`src/rtl/wb_bus_if.sv`:
```
// Bridges the CPU data-memory port onto a single-transfer Wishbone B4 classic master.
// The pipeline is stalled until the slave acks; read data is buffered while other stalls persist.
module wb_bus_if #(
  parameter int ADDR_W  = 32,
  parameter int DATA_W  = 32,
  parameter int TIMEOUT = 255
) (
  input  logic                clk,
  input  logic                rst,
  input  logic                cpu_ce_i,
  input  logic                cpu_we_i,
  input  logic [ADDR_W-1:0]   cpu_addr_i,
  input  logic [DATA_W/8-1:0] cpu_sel_i,
  input  logic [DATA_W-1:0]   cpu_data_i,
  output logic [DATA_W-1:0]   cpu_data_o,
  input  logic [5:0]          stall_i,
  input  logic                flush_i,
  output logic                stallreq_o,
  output logic                bus_err_o,
  input  logic [DATA_W-1:0]   wb_data_i,
  input  logic                wb_ack_i,
  output logic [ADDR_W-1:0]   wb_addr_o,
  output logic [DATA_W-1:0]   wb_data_o,
  output logic                wb_we_o,
  output logic [DATA_W/8-1:0] wb_sel_o,
  output logic                wb_stb_o,
  output logic                wb_cyc_o
);

  localparam int SEL_W = DATA_W / 8;
  // A disabled timeout still needs a legal one-bit counter.
  localparam int CNT_W = (TIMEOUT > 0) ? $clog2(TIMEOUT + 1) : 1;
  localparam logic [CNT_W-1:0] CNT_LAST = (TIMEOUT > 0) ? CNT_W'(TIMEOUT - 1) : '0;

  typedef enum logic [1:0] {
    IDLE,
    BUSY,
    WAIT_FOR_STALL
  } state_t;

  state_t             state;
  logic [DATA_W-1:0]  rd_buf;
  logic [CNT_W-1:0]   cnt;
  logic               start;
  logic               timed_out;

  assign start     = cpu_ce_i & ~flush_i;
  assign timed_out = (TIMEOUT != 0) && (cnt == CNT_LAST);

  always_ff @(posedge clk or posedge rst) begin
    if (rst) begin
      state     <= IDLE;
      wb_addr_o <= '0;
      wb_data_o <= '0;
      wb_we_o   <= 1'b0;
      wb_sel_o  <= '0;
      wb_stb_o  <= 1'b0;
      wb_cyc_o  <= 1'b0;
      rd_buf    <= '0;
      cnt       <= '0;
      bus_err_o <= 1'b0;
    end else begin
      bus_err_o <= 1'b0;
      case (state)
        IDLE: begin
          if (start) begin
            wb_addr_o <= cpu_addr_i;
            wb_data_o <= cpu_data_i;
            wb_we_o   <= cpu_we_i;
            wb_sel_o  <= cpu_sel_i;
            wb_stb_o  <= 1'b1;
            wb_cyc_o  <= 1'b1;
            cnt       <= '0;
            state     <= BUSY;
          end
        end
        BUSY: begin
          // Ack has priority: a completed transfer is never thrown away by flush or timeout.
          if (wb_ack_i) begin
            wb_addr_o <= '0;
            wb_data_o <= '0;
            wb_we_o   <= 1'b0;
            wb_sel_o  <= '0;
            wb_stb_o  <= 1'b0;
            wb_cyc_o  <= 1'b0;
            if (!wb_we_o) begin
              rd_buf <= wb_data_i;
            end
            state <= (stall_i != 6'd0) ? WAIT_FOR_STALL : IDLE;
          end else if (flush_i || timed_out) begin
            wb_addr_o <= '0;
            wb_data_o <= '0;
            wb_we_o   <= 1'b0;
            wb_sel_o  <= '0;
            wb_stb_o  <= 1'b0;
            wb_cyc_o  <= 1'b0;
            rd_buf    <= '0;
            bus_err_o <= ~flush_i;
            state     <= IDLE;
          end else if (cnt != {CNT_W{1'b1}}) begin
            cnt <= cnt + 1'b1;
          end
        end
        WAIT_FOR_STALL: begin
          if (stall_i == 6'd0) begin
            state <= IDLE;
          end
        end
        default: state <= IDLE;
      endcase
    end
  end

  // Stall request and read data are decoded combinationally so the CPU sees ack data in the ack cycle.
  always_comb begin
    stallreq_o = 1'b0;
    cpu_data_o = '0;
    if (!rst) begin
      case (state)
        IDLE: stallreq_o = start;
        BUSY: begin
          if (wb_ack_i) begin
            cpu_data_o = wb_we_o ? '0 : wb_data_i;
          end else if (flush_i) begin
            stallreq_o = 1'b1;
          end else if (!timed_out) begin
            stallreq_o = 1'b1;
          end
        end
        WAIT_FOR_STALL: cpu_data_o = rd_buf;
        default: begin
          stallreq_o = 1'b0;
          cpu_data_o = '0;
        end
      endcase
    end
  end

  logic unused_sel_w;
  assign unused_sel_w = (SEL_W == 0);

endmodule
```
`config.mk`:
```
export PLATFORM = sky130hd
export DESIGN_NAME = wb_bus_if
export DESIGN_NICKNAME = d
export VERILOG_FILES = /design/src/rtl/wb_bus_if.sv
export SDC_FILE = /design/constraint.sdc
export NUM_CORES = 1
export LEC_CHECK = 0
export BUFFER_PORTS_ARGS = -buffer_cell sky130_fd_sc_hd__buf_2
export CAP_MARGIN = 20
export CORE_AREA = 2 2 106 108
export CTS_BUF_LIST = sky130_fd_sc_hd__clkbuf_2
export DETAILED_ROUTE_END_ITERATION = 7
export DIE_AREA = 0 0 108 110
export PLACE_DENSITY = 0.87
export SLEW_MARGIN = 30
export SYNTH_ARGS = -nofsm -noshare
export SYNTH_HDL_FRONTEND = slang
export SYNTH_SLANG_ARGS = --single-unit
```
`constraint.sdc`:
```
create_clock -name clk -period 6.25 [get_ports clk]
set_input_delay 0.625 -clock clk [delete_from_list [all_inputs] [get_ports clk]]
set_output_delay 0.625 -clock clk [all_outputs]
set_load 0.005 [all_outputs]
```
==> impl_metrics.toml, run 1 <==
[sta]
final_hold_viol_count = 0
fmaxAchievable_ghz = 0.2356
max-slew-margin-rel_pct = 36.34
final.setup.tns_ns = 0
finalWorstPathRequiredPeriod_ns = 4.245
period_share_pct = 67.91
worstMarginPinSlew_ns = 0.9548
rsz0062_at_grt = "false"
fin_worst_skew_ns = 0.02698
setup_viol_count_final = 0
maxSlewViolCount = 0

[worst_setup_path]
crit_type = "flop to output port"
crit_start = "state[1]"
critical_path.reg2reg.endpoint = "wb_data_o[22]"
worstSetupEndpoint = "cpu_data_o[18]"
r2r_slack_ns = 2.90
worst_setup_path_start_kind = "flop"
crit_path_max_incr_delay_ns = 0.61
worstPathCellList = "inv_1 -> ha_2 -> buf_4 -> nand2_1 -> nor2_4 -> buf_16 -> a22oi_1 -> nor2_1 -> buf_2"
rr_startpoint = "state[1]"
critical-path-slowest-cell = "sky130_fd_sc_hd__buf_4"
cp_data_required_time_ns = 5.62
r2r.worst_path.cells = 7
worst-endpoint-arrival_ns = 3.62
end_kind = "output port"
crit_fanout = 63

[logic_synthesis]
synth_area_um2 = 5778
synthesis.area_per_instance_um2 = 12.59
synth_cells = 459
synth.net_count = 577
synth-seq-cells = 113
ys.warnings.count = 0
share_of_the_yosys_chip_area_belonging_to_registers_pct = 48.94
yosysUniqueCellTypes = 40

[worst_hold_path]
worstHoldPathType = "input port to flop"
worst_hold_startpoint = "wb_data_i[9]"

[die]
floorplan.initialDensity_pct = 54.01
die_x_um = 108
die_area_um2 = 11880
chipHeight_um = 110
fp_rows = 38
core-area_um2 = 10700
pin_count = 217

[status]
outcome = "finished, final reports clean"

[job]
cap_violations = 0

[layout]
fraction_of_layout_cells_with_a_size_suffix_above_1_pct = 49.70
areaGrowthSynthToFinish_pct = 23.41
number_of_nets_in_the_layout = 779
diodes = 0

[route]
routed-via-count = 4315
drcViolationCount = 0
detail_route.vias_per_cell = 5.301
drt-wirelength-per-cell_um = 16.44
drt_iter0_markers = 260
first_pass_iters = 5
routed_wl_mm = 13.38
antenna_violating_nets_post_route = 0

[grt]
groute.usage.overall_pct = 22.62
grt_start_max_net_pins = 74
via_count_of_the_first_global_routing_pass = 4204
gr-total-overflow = 0
grt_antenna_before_repair = 0
grt_pass1_wl_mm = 20.75

[clock_tree]
cts_tree = "yes"
ctsLongestPathBuffers = 2
root_buffer = "sky130_fd_sc_hd__clkbuf_2"
worstSkewPairLatency_ns = 0.63
numClockSinks = 113
number_of_h_tree_levels = 4
clkTransAtPathRegs_ns = 0.17
cts_made_buffers = 17

[pwr]
report.power.total_mw = 3.444
power_density_nw_per_um2 = 482.9
vdd_ir_drop_max_mv = 0.2460
p_leak_nw = 3.774

[placed_design]
detailed_placement_hpwl_mm = 9.492
globalplace.congestion = 0.8053
portBuffers = 216
## layout by cell type, fill, tap and decap left out, types with 2 or more instances in the layout
cell,instances
sky130_fd_sc_hd__ha_1,4
sky130_fd_sc_hd__nor2b_1,69
sky130_fd_sc_hd__mux2_2,3
sky130_fd_sc_hd__nor4_1,5
sky130_fd_sc_hd__dfrtp_1,113
sky130_fd_sc_hd__clkinvlp_4,2
sky130_fd_sc_hd__a211o_1,3
sky130_fd_sc_hd__nor2_1,35
sky130_fd_sc_hd__a22oi_1,32
sky130_fd_sc_hd__ha_2,2
sky130_fd_sc_hd__nand3_1,4
sky130_fd_sc_hd__a221o_1,2
sky130_fd_sc_hd__a22o_1,33
sky130_fd_sc_hd__buf_2,216
sky130_fd_sc_hd__o21ai_0,4
sky130_fd_sc_hd__clkinv_1,3
sky130_fd_sc_hd__and3_1,2
sky130_fd_sc_hd__bufinv_16,5
sky130_fd_sc_hd__clkinv_2,3
sky130_fd_sc_hd__nor3_1,2
sky130_fd_sc_hd__buf_4,2
sky130_fd_sc_hd__clkbuf_2,19
sky130_fd_sc_hd__nand2_1,6
sky130_fd_sc_hd__buf_6,2
sky130_fd_sc_hd__o31ai_1,4
sky130_fd_sc_hd__a21oi_1,3
sky130_fd_sc_hd__mux2_4,70
sky130_fd_sc_hd__inv_1,5
## registers in the layout (all words and copies together), names as in the netlist
signal and count:
bus_err_o 1, wb_cyc_o 1, wb_we_o 1, rd_buf 32, state 2, wb_sel_o 4
cnt 8, wb_addr_o 32, wb_data_o 32
## through the flow
| stage | setup WS (ns) | instances | area [um2] | hold slack [ns] | utilization [%] |
|---|---|---|---|---|---|
| floorplan | 1.788 | 459 | 5778 | 0.4665 | - |
| global placement | 2.511 | 779 | 6787 | 0.4837 | 63.44 |
| detailed placement | 2.680 | 781 | 6828 | 0.4840 | 63.82 |
| CTS | 1.914 | 814 | 7124 | 0.1383 | 66.60 |
| global route | 1.625 | 814 | 7131 | 0.1192 | 66.66 |
| finish | 2.005 | 814 | 7131 | 0.2121 | 66.66 |
## area by class of cell
class                           count  area [um2]
Clock buffer                       19       95.09
Clock inverter                     13       191.4
Fill cell                         787        3567
Inverter                            6       25.02
Multi-Input combinational cell    301        2660
Sequential cell                   113        2828
Tap cell                          140       175.2
Timing Repair Buffer              222        1156
## timing repair
action	in CTS	in global routing
buffers inserted	0	0
hold buffers	1	0
endpoints found under the hold margin	40	0
gates resized for setup	0	0
## worst min path at each step
stage,endpoint,slack (ns),cells past startpoint
after floorplan,rd_buf[0],0.47,1
after detailed placement,rd_buf[14],0.48,1
after CTS,rd_buf[4],0.14,2
after global routing,rd_buf[4],0.12,2
final,rd_buf[9],0.21,2
after global placement,rd_buf[25],0.48,1
## kinds of logic after synthesis
group | Yosys count | share of synthesized area (%)
buf+inv | 45 | 5.608
compound gates | 87 | 12.17
flops | 113 | 48.94
mux | 73 | 18.77
simple gates | 135 | 13.21
fa+ha+maj | 6 | 1.299
## metal layers
metal	share of wire, %	vias to the layer above	global-route usage [%]
met4	0.84	0	7.418
met1	43	2062	29.36
li1	-	2040	-
met3	8.7	10	7.407
met5	0	-	0
met2	47	203	36.12
## Yosys cell counts (all sizes together)
master,instances,area [um2]
nand4b,1,8.760
ha,6,75.07
nand3b,1,7.510
and3,3,20.02
buf,15,201.4
nand2b,1,13.76
nand2,7,26.28
a22oi,32,240.2
or2,1,6.260
o2111a,1,11.26
a211o,4,36.29
nor4,5,31.28
nor2,36,135.1
o31ai,4,30.03
inv,6,22.52
nand4,2,27.53
dfrtp,113,2828
o311ai,1,16.27
nor3,2,10.01
a221o,2,20.02
mux2,73,1085
nor2b,69,431.7
a22o,34,297.8
and4,2,18.77
a21oi,3,15.01
nand3,4,20.02
clkbuf,24,100.1
o21ai,4,20.02
a221oi,1,8.760
and2,1,6.260
a21boi,1,7.510
## critical path, delay by kind of cell, from the launching register on
kind	cells	cell delay (ns)
AO/OA/AOI/OAI	1	0.09
adder cells (fa/ha/maj)	1	0.42
buffers and inverters	4	1.11
flip-flops	1	0.43
AND/OR/NAND/NOR	3	0.89
## report_power, final
group | total [mW] | leakage [nW] | internal, mW | switching (mW)
sequential | 1.24 | 1.43 | 1.04 | 0.200
clock | 0.569 | 0.166 | 0.300 | 0.269
combinational | 1.63 | 2.18 | 0.910 | 0.723
total | 3.44 | 3.77 | 2.25 | 1.19
No activity file was read; power rests on OpenSTA's default activity.
==> run 2, diff against run 1 <==
Settings changed: ABC_AREA from default to 1, CORE_AREA 2 2 106 108 to 2 2 107 109, DIE_AREA 0 0 108 110 to 0 0 109 111, PLACE_DENSITY 0.87 to 0.81.
Clock period 6.25 ns to 4.41 ns, I/O delays scaled along.
==> run 2 against run 1 <==
Net effect: worst hold slack got worse by 0.15 ns; first-iteration DRC count is 19% higher; worst setup slack got worse by 0.64 ns; non-clock buffer count rose by 88; routed wire length increased by 17%; utilization rose by 1.6 points; via count rose by 28%; sequential power is 31% higher; final cell count is 37% higher; synthesized cell count increased by 46%; clock skew grew 0.019 ns; clock-buffer cell count is 2 lower; highest routed layer unchanged.
==> impl_metrics.toml, run 2 <==
[status]
outcome = "finished, final reports clean"

[route]
detail_route.vias_per_cell = 4.963
antenna_violating_nets_post_route = 0
first_pass_iters = 5
drt_iter0_markers = 310
drt-wirelength-per-cell_um = 14.01
routed-via-count = 5539
routed_wl_mm = 15.64
drcViolationCount = 0

[die]
core-area_um2 = 11080
die_area_um2 = 12100
die_x_um = 109
floorplan.initialDensity_pct = 48.39
pin_count = 217
fp_rows = 39
chipHeight_um = 111

[worst_setup_path]
crit_type = "flop to output port"
end_kind = "output port"
cp_data_required_time_ns = 3.97
worst-endpoint-arrival_ns = 2.60
crit_fanout = 65
worst_setup_path_start_kind = "flop"
r2r.worst_path.cells = 9
r2r_slack_ns = 1.93
rr_startpoint = "state[1]"
critical_path.reg2reg.endpoint = "wb_addr_o[14]"

[layout]
biggestRegsByFlops = "rd_buf x32, wb_addr_o x32, wb_data_o x32"
layout.cells.most_common = "sky130_fd_sc_hd__buf_2"
finalInstanceArea_um2 = 7565
footprint_of_the_multi_input_gates_um2 = 1912
fraction_of_layout_cells_with_a_size_suffix_above_1_pct = 26.93
area_of_all_sequential_standard_cells_um2 = 2828
number_of_nets_in_the_layout = 1078
fill_cells = 839
areaGrowthSynthToFinish_pct = 41.13
post_layout_nonfiller_instances = 1116
layout_common_cells = "sky130_fd_sc_hd__buf_2 (216), sky130_fd_sc_hd__nand2_1 (185), sky130_fd_sc_hd__dfrtp_1 (113), sky130_fd_sc_hd__inv_1 (108), sky130_fd_sc_hd__dlygate4sd3_1 (88)"
utilization_pct = 68.29
diodes = 0

[logic_synthesis]
ys.flop_type = "sky130_fd_sc_hd__dfrtp_1"
share_of_the_yosys_chip_area_belonging_to_registers_pct = 52.75
synth_top_area_cell = "sky130_fd_sc_hd__dfrtp_1"
synth_cells = 671
post-synth-top-area-fraction_pct = 52.75
ys.warnings.count = 0
synth_common_cells = "sky130_fd_sc_hd__nand2_1 (186), sky130_fd_sc_hd__dfrtp_1 (113), sky130_fd_sc_hd__inv_1 (110)"
async_flop_share_pct = 100.0
synthMostInstantiatedCell = "sky130_fd_sc_hd__nand2_1"
synthesis.area_per_instance_um2 = 7.988
synth-seq-cells = 113
yosysUniqueCellTypes = 26
synth.net_count = 789
synth_area_um2 = 5360
synth_area_leaders = "sky130_fd_sc_hd__dfrtp_1 (53%), sky130_fd_sc_hd__nand2_1 (13%), sky130_fd_sc_hd__inv_1 (7.7%)"
synth_enable_flop_cells = 0

[clock_tree]
cts_tree = "yes"
cts-hold-fix-buffers = 75
worstSkewPairLatency_ns = 0.66
numClockSinks = 113
root_buffer = "sky130_fd_sc_hd__clkbuf_2"
cts_setup_buffers = 0
clkTransAtPathRegs_ns = 0.18
ctsLongestPathBuffers = 2
number_of_h_tree_levels = 4
cts_resized = 0
cts_made_buffers = 17

[pwr]
power_density_nw_per_um2 = 537.6
vdd_ir_drop_max_mv = 0.3205
p_leak_nw = 4.069

[worst_hold_path]
hold_end = "rd_buf[16]"
worst_hold_startpoint = "wb_data_i[16]"
worstHoldPathType = "input port to flop"
whs_path_depth = 3

[job]
cap_violations = 0

[sta]
final_hold_viol_count = 0
rsz0062_at_grt = "false"
max-slew-margin-rel_pct = 46.79
timing.hold.ws_ns = 0.05878
fin_worst_skew_ns = 0.04581
finalWorstPathRequiredPeriod_ns = 3.045
final.setup.tns_ns = 0
worstMarginPinSlew_ns = 0.7981
maxSlewViolCount = 0
period_share_pct = 69.06
fmaxAchievable_ghz = 0.3284
setup_viol_count_final = 0

[grt]
gr-total-overflow = 0
groute.usage.overall_pct = 25.63
grt_pass1_wl_mm = 24.37
grt_antenna_before_repair = 0
via_count_of_the_first_global_routing_pass = 5301
grt_start_max_net_pins = 79

[placed_design]
placedInstanceArea_um2 = 6464
globalplace.congestion = 0.8331
detailed_placement_hpwl_mm = 8.720
numPlacedInstances = 996
portBuffers = 216
==> run 2: final cells by class <==
cell class | count | share of cell area [%]
Clock buffer | 17 | 1.125
Clock inverter | 15 | 1.786
Inverter | 111 | 5.541
Multi-Input combinational cell | 407 | 25.27
Sequential cell | 113 | 37.38
Tap cell | 143 | 2.365
Timing Repair Buffer | 310 | 26.53
==> run 2: critical path, cell delays in order (launching register included) <==
cell and delay [ns]:
sky130_fd_sc_hd__dfrtp_1 0.43, sky130_fd_sc_hd__inv_1 0.10, sky130_fd_sc_hd__ha_1 0.30, sky130_fd_sc_hd__nand2_1 0.11, sky130_fd_sc_hd__or2_4 0.45, sky130_fd_sc_hd__o22ai_1 0.20, sky130_fd_sc_hd__inv_1 0.09, sky130_fd_sc_hd__nor2_1 0.13
sky130_fd_sc_hd__buf_2 0.16
==> run 2: kinds of logic (layout without fill, tap and decap cells) <==
kind of cell / after synthesis / after routing / share of synthesized area, %
buffers and inverters: 151 / 453 / 11.76
xor gates and xnor gates: 1 / 1 / 0.1634
and+or+nand+nor: 258 / 258 / 19.05
adders and majority gates: 6 / 6 / 1.401
AOI/OAI and AO/OA: 142 / 142 / 14.87
DFF: 113 / 113 / 52.75
==> run 2: layer usage <==
metal / up-vias / wire length [um] / track usage [%]
li1: 2723 / - / -
met1: 2533 / 6146 / 30.25
met2: 246 / 7996 / 44.06
met3: 37 / 1092 / 6.937
met4: 0 / 404 / 9.487
met5: - / 0 / 0
==> run 2: power by group <==
group | switching, mW | internal [mW] | total, mW
sequential | 0.194 | 1.43 | 1.62
clock | 0.434 | 0.209 | 0.643
combinational | 1.13 | 0.672 | 1.80
==> run 2: worst max path at each step <==
stage	start	end	slack, ns
after CTS	state[1]	cpu_data_o[29]	1.36
final	state[1]	cpu_data_o[29]	1.36
after global routing	state[1]	cpu_data_o[25]	1.06
after global placement	state[1]	cpu_data_o[26]	1.84
after floorplan	rst	cpu_data_o[10]	0.31
after detailed placement	state[1]	wb_addr_o[6]	2.00
==> run 2: metrics by stage <==
step                      power (mW)  setup slack [ns]
after CTS                      4.025             1.361
after detailed placement       3.331             2.004
final                          4.067             1.365
after floorplan                2.786            0.3128
after global routing           4.422             1.058
after global placement         3.275             1.844
==> run 3, diff against run 2 <==
Settings changed: CORE_AREA 2 2 107 109 to 2 2 113 115, DIE_AREA 0 0 109 111 to 0 0 115 117, PLACE_DENSITY 0.81 to 0.77.
Clock period 4.41 ns to 2.8 ns, I/O delays scaled along.
==> run 3 against run 2 <==
Net effect: sequential share of layout area decreased by 1.7 points; clock-buffer cell count up 1; register-to-register slack worse by 1.4 ns; clock power rose by 87%; combinational power grew 64%; critical path type unchanged; largest cell class unchanged.
==> impl_metrics.toml, run 3 (synthesized netlist as in run 2, its figures left out) <==
[status]
outcome = "finished, final reports clean"

[route]
detail_route.vias_per_cell = 4.804
drcViolationCount = 0
first_pass_iters = 5
routed-via-count = 5501
antenna_violating_nets_post_route = 0
drt_iter0_markers = 374
routed_wl_mm = 15.33
drt-wirelength-per-cell_um = 13.39

[clock_tree]
ctsLongestPathBuffers = 2
clkTransAtPathRegs_ns = 0.19
worstSkewPairLatency_ns = 0.66
cts_made_buffers = 17
root_buffer = "sky130_fd_sc_hd__clkbuf_2"
number_of_h_tree_levels = 4
cts_tree = "yes"
numClockSinks = 113

[placed_design]
detailed_placement_hpwl_mm = 8.639
placedInstanceArea_um2 = 6546
globalplace.congestion = 0.7983
dp_worst_setup_slack_ns = 0.5399
portBuffers = 216
numPlacedInstances = 1005

[grt]
grt_antenna_before_repair = 0
grt_start_max_net_pins = 114
gr-total-overflow = 0
groute.usage.overall_pct = 22.42
via_count_of_the_first_global_routing_pass = 5247
grt_pass1_wl_mm = 23.80

[layout]
fraction_of_layout_cells_with_a_size_suffix_above_1_pct = 27.24
utilization_pct = 64.44
number_of_nets_in_the_layout = 1100
diodes = 0
footprint_of_the_multi_input_gates_um2 = 1947
layout_common_cells = "sky130_fd_sc_hd__buf_2 (216), sky130_fd_sc_hd__nand2_1 (186), sky130_fd_sc_hd__dfrtp_1 (113), sky130_fd_sc_hd__inv_1 (108), sky130_fd_sc_hd__dlygate4sd3_1 (107)"
layout.cells.most_common = "sky130_fd_sc_hd__buf_2"
areaGrowthSynthToFinish_pct = 48.02
area_of_all_sequential_standard_cells_um2 = 2828
fill_cells = 967
post_layout_nonfiller_instances = 1145
finalInstanceArea_um2 = 7934
biggestRegsByFlops = "rd_buf x32, wb_addr_o x32, wb_data_o x32"

[sta]
max-slew-margin-rel_pct = 46.14
fmaxAchievable_ghz = 0.3805
setup_viol_count_final = 0
final_hold_viol_count = 0
setup_ws_ns = 0.1716
finalWorstPathRequiredPeriod_ns = 2.628
rsz0062_at_grt = "true"
fin_worst_skew_ns = 0.03501
period_share_pct = 93.87
maxSlewViolCount = 0
worstMarginPinSlew_ns = 0.8079

[worst_setup_path]
end_kind = "output port"
r2r_slack_ns = 0.57
crit_type = "flop to output port"
worst-endpoint-arrival_ns = 2.35
r2r.worst_path.cells = 5
rr_startpoint = "state[0]"
critical_path.reg2reg.endpoint = "bus_err_o"
crit_fanout = 50
worst_setup_path_start_kind = "flop"
cp_data_required_time_ns = 2.52

[worst_hold_path]
worstHoldPathType = "input port to flop"
hold_end = "state[0]"
worst_hold_startpoint = "cpu_ce_i"
whs_path_depth = 5

[die]
die_x_um = 115
chipHeight_um = 117
floorplan.initialDensity_pct = 43.54
fp_rows = 41
die_area_um2 = 13460
core-area_um2 = 12310
pin_count = 217

[pwr]
power_density_nw_per_um2 = 845.0
report.power.total_mw = 6.704
p_leak_nw = 4.209
vdd_ir_drop_max_mv = 0.4635

[job]
cap_violations = 0
run 3: cell types whose count changed in the layout (fill, tap and decap cells not counted), sizes merged:
cell	change
dlygate4sd3	+19
clkinv	-4
buf	+3
bufinv	+2
clkinvlp	+2
clkbuf	+1
inv	-1
run 3: worst max-delay path by stage:
stage / from / end / slack, ns / depth (start not counted)
global route: state[1] / cpu_data_o[21] / -0.02 / 9
CTS: state[1] / cpu_data_o[29] / 0.02 / 9
finish: state[1] / cpu_data_o[22] / 0.17 / 9
detailed placement: state[1] / cpu_data_o[29] / 0.54 / 9
floorplan: rst / cpu_data_o[10] / -0.11 / 4
global placement: state[1] / cpu_data_o[29] / 0.62 / 9
run 3: routing by layer:
layer / global-route usage, % / share of wire (%)
met4: 8.996 / 2.4
met3: 6.797 / 6.8
met1: 26.87 / 43
met5: 0 / 0
met2: 38.04 / 48
run 3: area by class of cell:
| class | instances | area share (%) |
|---|---|---|
| Multi-Input combinational cell | 407 | 24.54 |
| Clock buffer | 18 | 1.135 |
| Sequential cell | 113 | 35.64 |
| Tap cell | 150 | 2.366 |
| Timing Repair Buffer | 332 | 28.77 |
| Clock inverter | 14 | 2.255 |
| Inverter | 111 | 5.299 |
run 3: what timing repair did:
action / 4_1_cts / 5_1_grt
hold endpoints to repair: 216 / 0
pin swaps: 0 / 1
endpoints found under the setup margin: 27 / 25
gates resized for setup: 3 / 5
hold buffers: 107 / 0
setup buffers: 0 / 1
run 3: power by group:
| group | internal (mW) | switching [mW] |
|---|---|---|
| Clock | 0.514 | 0.688 |
| Combinational | 1.17 | 1.78 |
| Sequential | 2.25 | 0.295 |
run 3: through the flow:
| step | setup TNS, ns | hold slack, ns |
|---|---|---|
| after floorplan | -3.406 | 0.3508 |
| after global placement | 0 | 0.4672 |
| after detailed placement | 0 | 0.4728 |
| after CTS | 0 | 0.01081 |
| after global routing | -0.08400 | 0.02569 |
| final | 0 | 0.06224 |
run 3: critical path, stage by stage (launching register included):
cell and delay [ns]:
sky130_fd_sc_hd__dfrtp_1 0.44, sky130_fd_sc_hd__inv_2 0.10, sky130_fd_sc_hd__ha_4 0.17, sky130_fd_sc_hd__nand2_1 0.08
sky130_fd_sc_hd__or2_4 0.28, sky130_fd_sc_hd__buf_12 0.18, sky130_fd_sc_hd__o22ai_1 0.13, sky130_fd_sc_hd__inv_1 0.05
sky130_fd_sc_hd__nor2_1 0.10, sky130_fd_sc_hd__buf_2 0.13
